===== config.mk =====
export PLATFORM = sky130hd
export DESIGN_NAME = load_store_unit
export DESIGN_NICKNAME = d
export VERILOG_FILES = /design/src/rtl/load_store_unit.sv
export SDC_FILE = /design/constraint.sdc
export NUM_CORES = 1
export LEC_CHECK = 0
export CAP_MARGIN = 20
export CORE_MARGIN = 10
export CORE_UTILIZATION = 43
export DETAILED_ROUTE_END_ITERATION = 12
export PLACE_DENSITY = 0.78
export SYNTH_ARGS = -nofsm -noshare
export SYNTH_HDL_FRONTEND = slang
export SYNTH_SLANG_ARGS = --single-unit

===== constraint.sdc =====
create_clock -name clk -period 5.4 [get_ports clk]
set_input_delay 1.08 -clock clk [delete_from_list [all_inputs] [get_ports clk]]
set_output_delay 1.08 -clock clk [all_outputs]
set_load 0.05 [all_outputs]

===== src/rtl/load_store_unit.sv =====
// MEM-stage load/store engine: req/gnt/rvalid data port, byte-lane steering, load extension.
// Define LSU_TIMEOUT_EN to abort a WAIT that exceeds TIMEOUT_CYCLES (bus_err_o strobe).
module load_store_unit #(
  parameter int DATA_WIDTH     = 32,
  parameter int TIMEOUT_CYCLES = 255
) (
  input  logic                  clk,
  input  logic                  rst,
  input  logic                  valid_i,
  input  logic                  mem_read_i,
  input  logic                  mem_write_i,
  input  logic [2:0]            funct3_i,
  input  logic [DATA_WIDTH-1:0] addr_i,
  input  logic [DATA_WIDTH-1:0] wdata_i,
  output logic                  ready_o,
  output logic                  stall_o,
  output logic [DATA_WIDTH-1:0] rd_data_o,
  output logic                  rd_valid_o,
  output logic                  misaligned_o,
  output logic                  bus_err_o,
  output logic                  dmem_req_o,
  output logic                  dmem_we_o,
  output logic [DATA_WIDTH-1:0] dmem_addr_o,
  output logic [3:0]            dmem_be_o,
  output logic [DATA_WIDTH-1:0] dmem_wdata_o,
  input  logic                  dmem_gnt_i,
  input  logic                  dmem_rvalid_i,
  input  logic [DATA_WIDTH-1:0] dmem_rdata_i
);

  if (DATA_WIDTH != 32) begin : g_bad_width
    $error("load_store_unit: only DATA_WIDTH=32 is supported");
  end
  if (TIMEOUT_CYCLES < 1 || TIMEOUT_CYCLES > 255) begin : g_bad_timeout
    $error("load_store_unit: TIMEOUT_CYCLES must fit the 8-bit WAIT counter (1..255)");
  end

  typedef enum logic [1:0] {S_IDLE, S_REQ, S_WAIT} state_t;
  state_t state_q, state_d;

  logic        is_byte, is_half, aligned, mem_op, accept, reject;
  logic        load_done, timeout;
  logic [3:0]  be_d;
  logic [31:0] wdata_d;

  // Operand latched at accept, presented unchanged while the request is pending
  logic        we_q;
  logic [2:0]  funct3_q;
  logic [1:0]  a_lo_q;
  logic [29:0] word_q;
  logic [3:0]  be_q;
  logic [31:0] wdata_q;

  logic [7:0]  byte_sel;
  logic [15:0] half_sel;
  logic [31:0] load_ext;

  // Unsupported funct3 encodings fall through to word width
  assign is_byte = (funct3_i[1:0] == 2'b00);
  assign is_half = (funct3_i[1:0] == 2'b01);
  assign aligned = is_byte | (is_half ? ~addr_i[0] : (addr_i[1:0] == 2'b00));
  assign mem_op  = valid_i & (mem_read_i | mem_write_i);
  assign accept  = (state_q == S_IDLE) & mem_op & aligned;
  assign reject  = (state_q == S_IDLE) & mem_op & ~aligned;

  always_comb begin
    // NOTE: every always_comb output gets a default first so no path can infer a latch.
    be_d    = 4'b1111;
    wdata_d = wdata_i;
    if (is_byte) begin
      be_d    = 4'b0001 << addr_i[1:0];
      wdata_d = {4{wdata_i[7:0]}};
    end else if (is_half) begin
      be_d    = 4'b0011 << addr_i[1:0];
      wdata_d = {2{wdata_i[15:0]}};
    end
  end

  always_comb begin
    state_d = state_q;
    case (state_q)
      S_IDLE: if (accept) state_d = S_REQ;
      S_REQ:  if (dmem_gnt_i) state_d = we_q ? S_IDLE : S_WAIT;
      S_WAIT: if (dmem_rvalid_i || timeout) state_d = S_IDLE;
      default: state_d = S_IDLE;
    endcase
  end

  assign load_done = (state_q == S_WAIT) & dmem_rvalid_i;

  always_comb begin
    byte_sel = dmem_rdata_i[7:0];
    case (a_lo_q)
      2'd1:    byte_sel = dmem_rdata_i[15:8];
      2'd2:    byte_sel = dmem_rdata_i[23:16];
      2'd3:    byte_sel = dmem_rdata_i[31:24];
      default: byte_sel = dmem_rdata_i[7:0];
    endcase
    half_sel = a_lo_q[1] ? dmem_rdata_i[31:16] : dmem_rdata_i[15:0];
    case (funct3_q)
      3'b000:  load_ext = {{24{byte_sel[7]}}, byte_sel};
      3'b001:  load_ext = {{16{half_sel[15]}}, half_sel};
      3'b100:  load_ext = {24'd0, byte_sel};
      3'b101:  load_ext = {16'd0, half_sel};
      default: load_ext = dmem_rdata_i;
    endcase
  end

  always_ff @(posedge clk or posedge rst) begin
    if (rst) begin
      state_q      <= S_IDLE;
      rd_valid_o   <= 1'b0;
      misaligned_o <= 1'b0;
      rd_data_o    <= '0;
    end else begin
      // NOTE: sequential state uses non-blocking assignments so every flop samples pre-edge values.
      state_q      <= state_d;
      rd_valid_o   <= load_done;
      misaligned_o <= reject;
      if (load_done)
        rd_data_o <= load_ext;
      else if (reject && !mem_write_i)
        rd_data_o <= '0;
    end
  end

  // NOTE: operand registers carry no reset; nothing observes them until an accept has loaded them.
  always_ff @(posedge clk) begin
    if (accept) begin
      we_q     <= mem_write_i;
      funct3_q <= funct3_i;
      a_lo_q   <= addr_i[1:0];
      word_q   <= addr_i[31:2];
      be_q     <= be_d;
      wdata_q  <= wdata_d;
    end
  end

`ifdef LSU_TIMEOUT_EN
  logic [7:0] wait_cnt_q;

  assign timeout = (state_q == S_WAIT) & ~dmem_rvalid_i &
                   (wait_cnt_q == 8'(TIMEOUT_CYCLES - 1));

  // Counter is held at zero outside WAIT, so it starts from zero on every WAIT entry
  always_ff @(posedge clk or posedge rst) begin
    if (rst) begin
      wait_cnt_q <= 8'd0;
      bus_err_o  <= 1'b0;
    end else begin
      wait_cnt_q <= (state_q == S_WAIT) ? wait_cnt_q + 8'd1 : 8'd0;
      bus_err_o  <= timeout;
    end
  end
`else
  assign timeout   = 1'b0;
  assign bus_err_o = 1'b0;
`endif

  assign ready_o      = (state_q == S_IDLE);
  assign stall_o      = ~ready_o | mem_op;
  assign dmem_req_o   = (state_q == S_REQ);
  assign dmem_we_o    = dmem_req_o & we_q;
  assign dmem_addr_o  = dmem_req_o ? {word_q, 2'b00} : '0;
  assign dmem_be_o    = dmem_req_o ? be_q : 4'b0000;
  assign dmem_wdata_o = dmem_req_o ? wdata_q : '0;

endmodule

==> flow_metrics.tcl, run 1 <==
set metrics [dict create \
    status "finished clean" \
    p_leak_nw 2.84 \
    grt.total_usage_pct 18.2 \
    synthTopCellsByArea "edfxtp_1, dfrtp_1, and2_1" \
    post-route-min-period_ps 4120 \
    numCtsBuffers 9 \
    cts_hold_buf 0 \
    hold_path_depth 1 \
    yosysMostFrequentCell "edfxtp_1" \
    cp_slowest_stage_delay_ps 810 \
    critPathLaunch "state_q[1]$_DFFE_PP0P_" \
    placed_cells 721 \
    r2r_cells 4 \
    final_cells 736 \
    via_per_inst 5.26 \
    final_hold_viol_count 0 \
    slowest_stage "clkdlybuf4s50_1" \
    drv_cap 0 \
    core_um2 11400 \
    p_per_area_nw_per_um2 350 \
    dp_hpwl_um 11700 \
    antenna_found_initial 0 \
    yosys.area.top_type "edfxtp_1" \
    die_w_um 128 \
    worstHoldStart "we_q$_DFFE_PP_" \
    start_util_pct 43.8 \
    path_cells "nand2b_1 > inv_1 > buf_4 > and2_1 > clkdlybuf4s50_1" \
    grt_pass1_wl_um 23500 \
    fin_worst_skew_ps 4.37 \
    slew_viol_final 0 \
    routed_wl_um 15300 \
    clock_path_buffers 2 \
    clk_pin_slew_ps 60 \
    critical_path_class "reg2out" \
    yosysWarningCount 0 \
    crit_end "dmem_wdata_o[4]" \
    r2r_slack_ps 3060 \
    drtAntennaViolNets 0 \
    seq_area_frac_synth_pct 61.5 \
    grt_pass1_vias 4098 \
    syn_area_per_cell_um2 12.8 \
    synth_cell_types 39 \
    fill_cells 876 \
    finalSetupViolations 0 \
    root_buffer "clkbuf_16" \
    areaGrowthSynthToFinish_pct 49.6 \
    vdd_drop_max_mv 0.225 \
    cts_resized 0 \
    synth_flop_cell "edfxtp_1" \
    path_max_fanout 38 \
    fin_nets 700 \
    crit_path_start_kind "register" \
    die_area_um2 16300 \
    ys_ff_latch 108 \
    cts_num_sinks 108 \
    worstReg2RegEnd "rd_data_o[29]$_DFFE_PP0P_" \
    n_antenna_cell 0 \
    via_count 3868 \
    io_pins 213 \
    tritoncts "done" \
    worstPathArrival_ps 3040 \
    syn_inst 388 \
    cts_setup_buffers 0 \
    r2r_start "a_lo_q[1]$_DFFE_PP_" \
    relSlewSlack_pct 39.7 \
    io_buffers 209 \
    grt_max_degree 65 \
    die_height_um 128 \
    drive_above_1_share_pct 7.25 \
    drc 0 \
    async_flop_share_pct 33.3 \
    yosysTopAreaCellShare_pct 43.4 \
    end_kind "primary output" \
    firstDrtPassIters 4 \
    drt-initial-drc-count 452 \
    tns_ps 0 \
    fin_crit_sh_pct 76.3 \
    max_slew.worst_pin.slew_ps 904 \
    drt-wirelength-per-cell_um 20.8 \
    clock_latency_ps 330 \
    required_ps 4320 \
    cts.htree.levels 3 \
    holdWs_ps 466 \
    hp-class "reg2reg" \
    fmax_mhz 243 \
    synth-edff-count 72 \
    place.gp.congestion 0.787 \
    num_rows 39 \
    ys_top_cells_by_count "edfxtp_1, and2_1, dfrtp_1" \
    grt-ovfl-total 0 \
    rsz0062_at_grt "no" \
    syn_area_um2 4980 \
]
[sequential cells by signal, indices dropped and copies added (netlist names), 2 cells and up]
| signal | count |
|---|---|
| word_q | 30 |
| a_lo_q | 2 |
| wdata_q | 32 |
| funct3_q | 3 |
| rd_data_o | 32 |
| be_q | 4 |
| state_q | 2 |
[critical path: cells and delay by family, from the launching register on]
kind	cells	cell delay (ps)
buffers and inverters	3	1850
DFF	1	440
and+or+nand+nor	2	390
[power breakdown]
part           switching (W)  internal (W)  leakage, nW
sequential         0.0000582      0.000992         1.15
combinational       0.000618      0.000366         1.57
clock               0.000271      0.000301        0.120
total               0.000947       0.00166         2.84
[how the worst min path moves through the flow]
| stage | to |
|---|---|
| floorplan | state_q[1]$_DFFE_PP0P_ |
| global placement | state_q[1]$_DFFE_PP0P_ |
| detailed placement | state_q[1]$_DFFE_PP0P_ |
| CTS | state_q[1]$_DFFE_PP0P_ |
| global route | state_q[1]$_DFFE_PP0P_ |
| finish | state_q[1]$_DFFE_PP0P_ |
[cell type report]
type | instances | area (um2) | share of cell area (%)
clock inverter | 5 | 21.3 | 0.285
timing repair buffer | 216 | 2160 | 29.0
sequential | 108 | 3060 | 41.1
inverter | 9 | 33.8 | 0.453
tap | 143 | 179 | 2.40
clock buffer | 9 | 225 | 3.02
multi-input combinational | 246 | 1770 | 23.7
[layout by cell type (no fill, tap or decap), types with 13 or more instances in the layout]
master	n
nand2_1	24
a221o_1	18
nand2b_1	13
edfxtp_1	72
o21ai_0	17
clkdlybuf4s50_1	209
mux2i_1	17
and2_1	67
mux2_2	18
dfrtp_1	36
[routing by layer]
| metal | routed length (um) | share of wire [%] | global-route usage, % |
|---|---|---|---|
| met3 | 2000 | 13 | 9.14 |
| met1 | 5810 | 38 | 21.4 |
| met2 | 7440 | 48 | 28.7 |
| met5 | 0 | 0 | 0 |
| met4 | 90 | 0.59 | 5.70 |
[cells by family after synthesis]
family,after synthesis,synth area share [%]
AND/OR/NAND/NOR,129,15.3
adder cells (fa/ha/maj),4,1.01
flip-flops,108,61.5
other,1,0.0753
buffers and inverters,36,3.34
multiplexers,35,7.49
AO/OA/AOI/OAI,75,11.3
[per-stage QoR]
step           area [um2]  util, %  total power, W  setup WS, ps
6_report             7450     65.5         0.00261          1280
5_1_grt              7450     65.5         0.00272          1020
4_1_cts              7440     65.4         0.00264          1230
3_5_place_dp         7190     63.3         0.00206          1610
3_3_place_gp         7190     63.3         0.00204          1670
2_1_floorplan        4990        -         0.00167           466
No activity file was read; power rests on OpenSTA's default activity.
==> run 2: changes to the inputs <==
- clock period: 5.4 -> 3.9 ns (I/O delays scaled with it)
==> flow_metrics.tcl, run 2 (same netlist as run 1, synthesis figures left out) <==
set metrics [dict create \
    busiest_layer "met2" \
    worstReg2RegEnd "rd_data_o[29]$_DFFE_PP0P_" \
    io_pins 213 \
    numCtsBuffers 9 \
    final_hold_viol_count 0 \
    max_slew.worst_pin.slew_ps 880 \
    start_util_pct 43.8 \
    cts.htree.levels 3 \
    grt.total_usage_pct 17.9 \
    clock_path_buffers 2 \
    drv_cap 0 \
    firstDrtPassIters 5 \
    die_w_um 128 \
    fin_crit_sh_pct 88.1 \
    worstPathArrival_ps 2660 \
    core_um2 11400 \
    final_cell_mix "clkdlybuf4s50_1, edfxtp_1, and2_1, dfrtp_1, nand2_1" \
    drive_above_1_share_pct 7.56 \
    grt_max_degree 60 \
    end_kind "primary output" \
    grt_pass1_vias 4121 \
    r2r_cells 4 \
    fin_nets 700 \
    met2_usage_pct 28.3 \
    clock_latency_ps 350 \
    drt-wirelength-per-cell_um 20.3 \
    hold_path_depth 1 \
    p_per_area_nw_per_um2 503 \
    r2r_start "a_lo_q[1]$_DFFE_PP_" \
    crit_path_start_kind "register" \
    holdPathEnd "rd_data_o[4]$_DFFE_PP0P_" \
    crit_buf_inv 3 \
    cp_top_family "buffers and inverters" \
    grt-ovfl-total 0 \
    cts_setup_buffers 0 \
    die_height_um 128 \
    path_depth 5 \
    place.gp.congestion 0.775 \
    routed_wl_um 15000 \
    io_buffers 209 \
    worstHoldStart "rd_data_o[4]$_DFFE_PP0P_" \
    vdd_drop_max_mv 0.315 \
    finalPower_w 0.00378 \
    hp-class "reg2reg" \
    clk_pin_slew_ps 70 \
    status "finished clean" \
    num_rows 39 \
    path_max_fanout 53 \
    cts_hold_buf 0 \
    drtAntennaViolNets 0 \
    grt_use_met3_pct 9.14 \
    slew_viol_final 0 \
    antenna_found_initial 0 \
    rsz0062_at_grt "no" \
    die_area_um2 16300 \
    grt_pass1_wl_um 23200 \
    via_per_inst 5.22 \
    finalSetupViolations 0 \
    required_ps 3120 \
    slowest_stage "clkdlybuf4s50_1" \
    cp_slowest_stage_delay_ps 850 \
    mostFrequentLayoutCell "clkdlybuf4s50_1" \
    cts_resized 0 \
    root_buffer "clkbuf_16" \
    grtUsageMet1_pct 20.5 \
    critical_path_class "reg2out" \
    dp_hpwl_um 11400 \
    tns_ps 0 \
    relSlewSlack_pct 41.3 \
    cts_num_sinks 108 \
    via_count 3849 \
    path_cells "nand2b_1 > inv_1 > buf_12 > and2_1 > clkdlybuf4s50_1" \
    p_leak_nw 2.86 \
    post-route-min-period_ps 3440 \
    fin_worst_skew_ps 7.65 \
    r2r_slack_ps 1600 \
    fmax_mhz 291 \
    drt-initial-drc-count 427 \
    areaGrowthSynthToFinish_pct 50.8 \
    tritoncts "done" \
    top_regs "rd_data_o: 32 flops, wdata_q: 32 flops, word_q: 30 flops" \
    n_antenna_cell 0 \
    drc 0 \
]
-- run 2: worst reg2reg max path, stage by stage (launching register included) --
cell and delay, ps:
edfxtp_1 930, mux2i_1 170, a211o_1 370, nor3_4 550, a221o_1 210
-- run 2: cell type report --
type / instances / area [um2]
clock buffer: 11 / 233
clock inverter: 5 / 76.3
fill: 909 / 3860
inverter: 9 / 33.8
multi-input combinational: 246 / 1770
sequential: 108 / 3060
tap: 143 / 179
timing repair buffer: 216 / 2160
-- run 2: worst max path at each step --
stage | slack (ps) | startpoint | endpoint
3_5_place_dp | 600 | addr_i[1] | word_q[10]$_DFFE_PP_
3_3_place_gp | 720 | addr_i[1] | word_q[19]$_DFFE_PP_
6_report | 460 | state_q[1]$_DFFE_PP0P_ | dmem_wdata_o[2]
5_1_grt | 320 | state_q[1]$_DFFE_PP0P_ | dmem_wdata_o[2]
2_1_floorplan | 200 | state_q[1]$_DFFE_PP0P_ | a_lo_q[0]$_DFFE_PP_
4_1_cts | 460 | state_q[1]$_DFFE_PP0P_ | dmem_wdata_o[2]
-- run 2: report_power, final --
part           switching [W]  leakage, nW  total (W)  internal (W)
Clock               0.000402        0.147   0.000962      0.000560
Combinational       0.000858         1.57    0.00137      0.000509
Sequential         0.0000777         1.15    0.00145       0.00137
Total                0.00134         2.86    0.00378       0.00244
-- run 2: stage by stage --
step | cells | hold WS [ps] | cell area, um2 | setup slack [ps] | utilization [%]
after floorplan | 390 | 440 | 4990 | 199 | -
after global placement | 722 | 459 | 7200 | 718 | 63.3
after detailed placement | 722 | 481 | 7200 | 601 | 63.3
after CTS | 738 | 501 | 7510 | 461 | 66.1
after global routing | 738 | 510 | 7510 | 325 | 66.1
final | 738 | 493 | 7510 | 463 | 66.1
-- run 2: layer usage --
layer / part of all wire, % / wire, um
met4: 1.6 / 247
met3: 13 / 2000
met1: 38 / 5770
met5: 0 / 0
met2: 47 / 7000
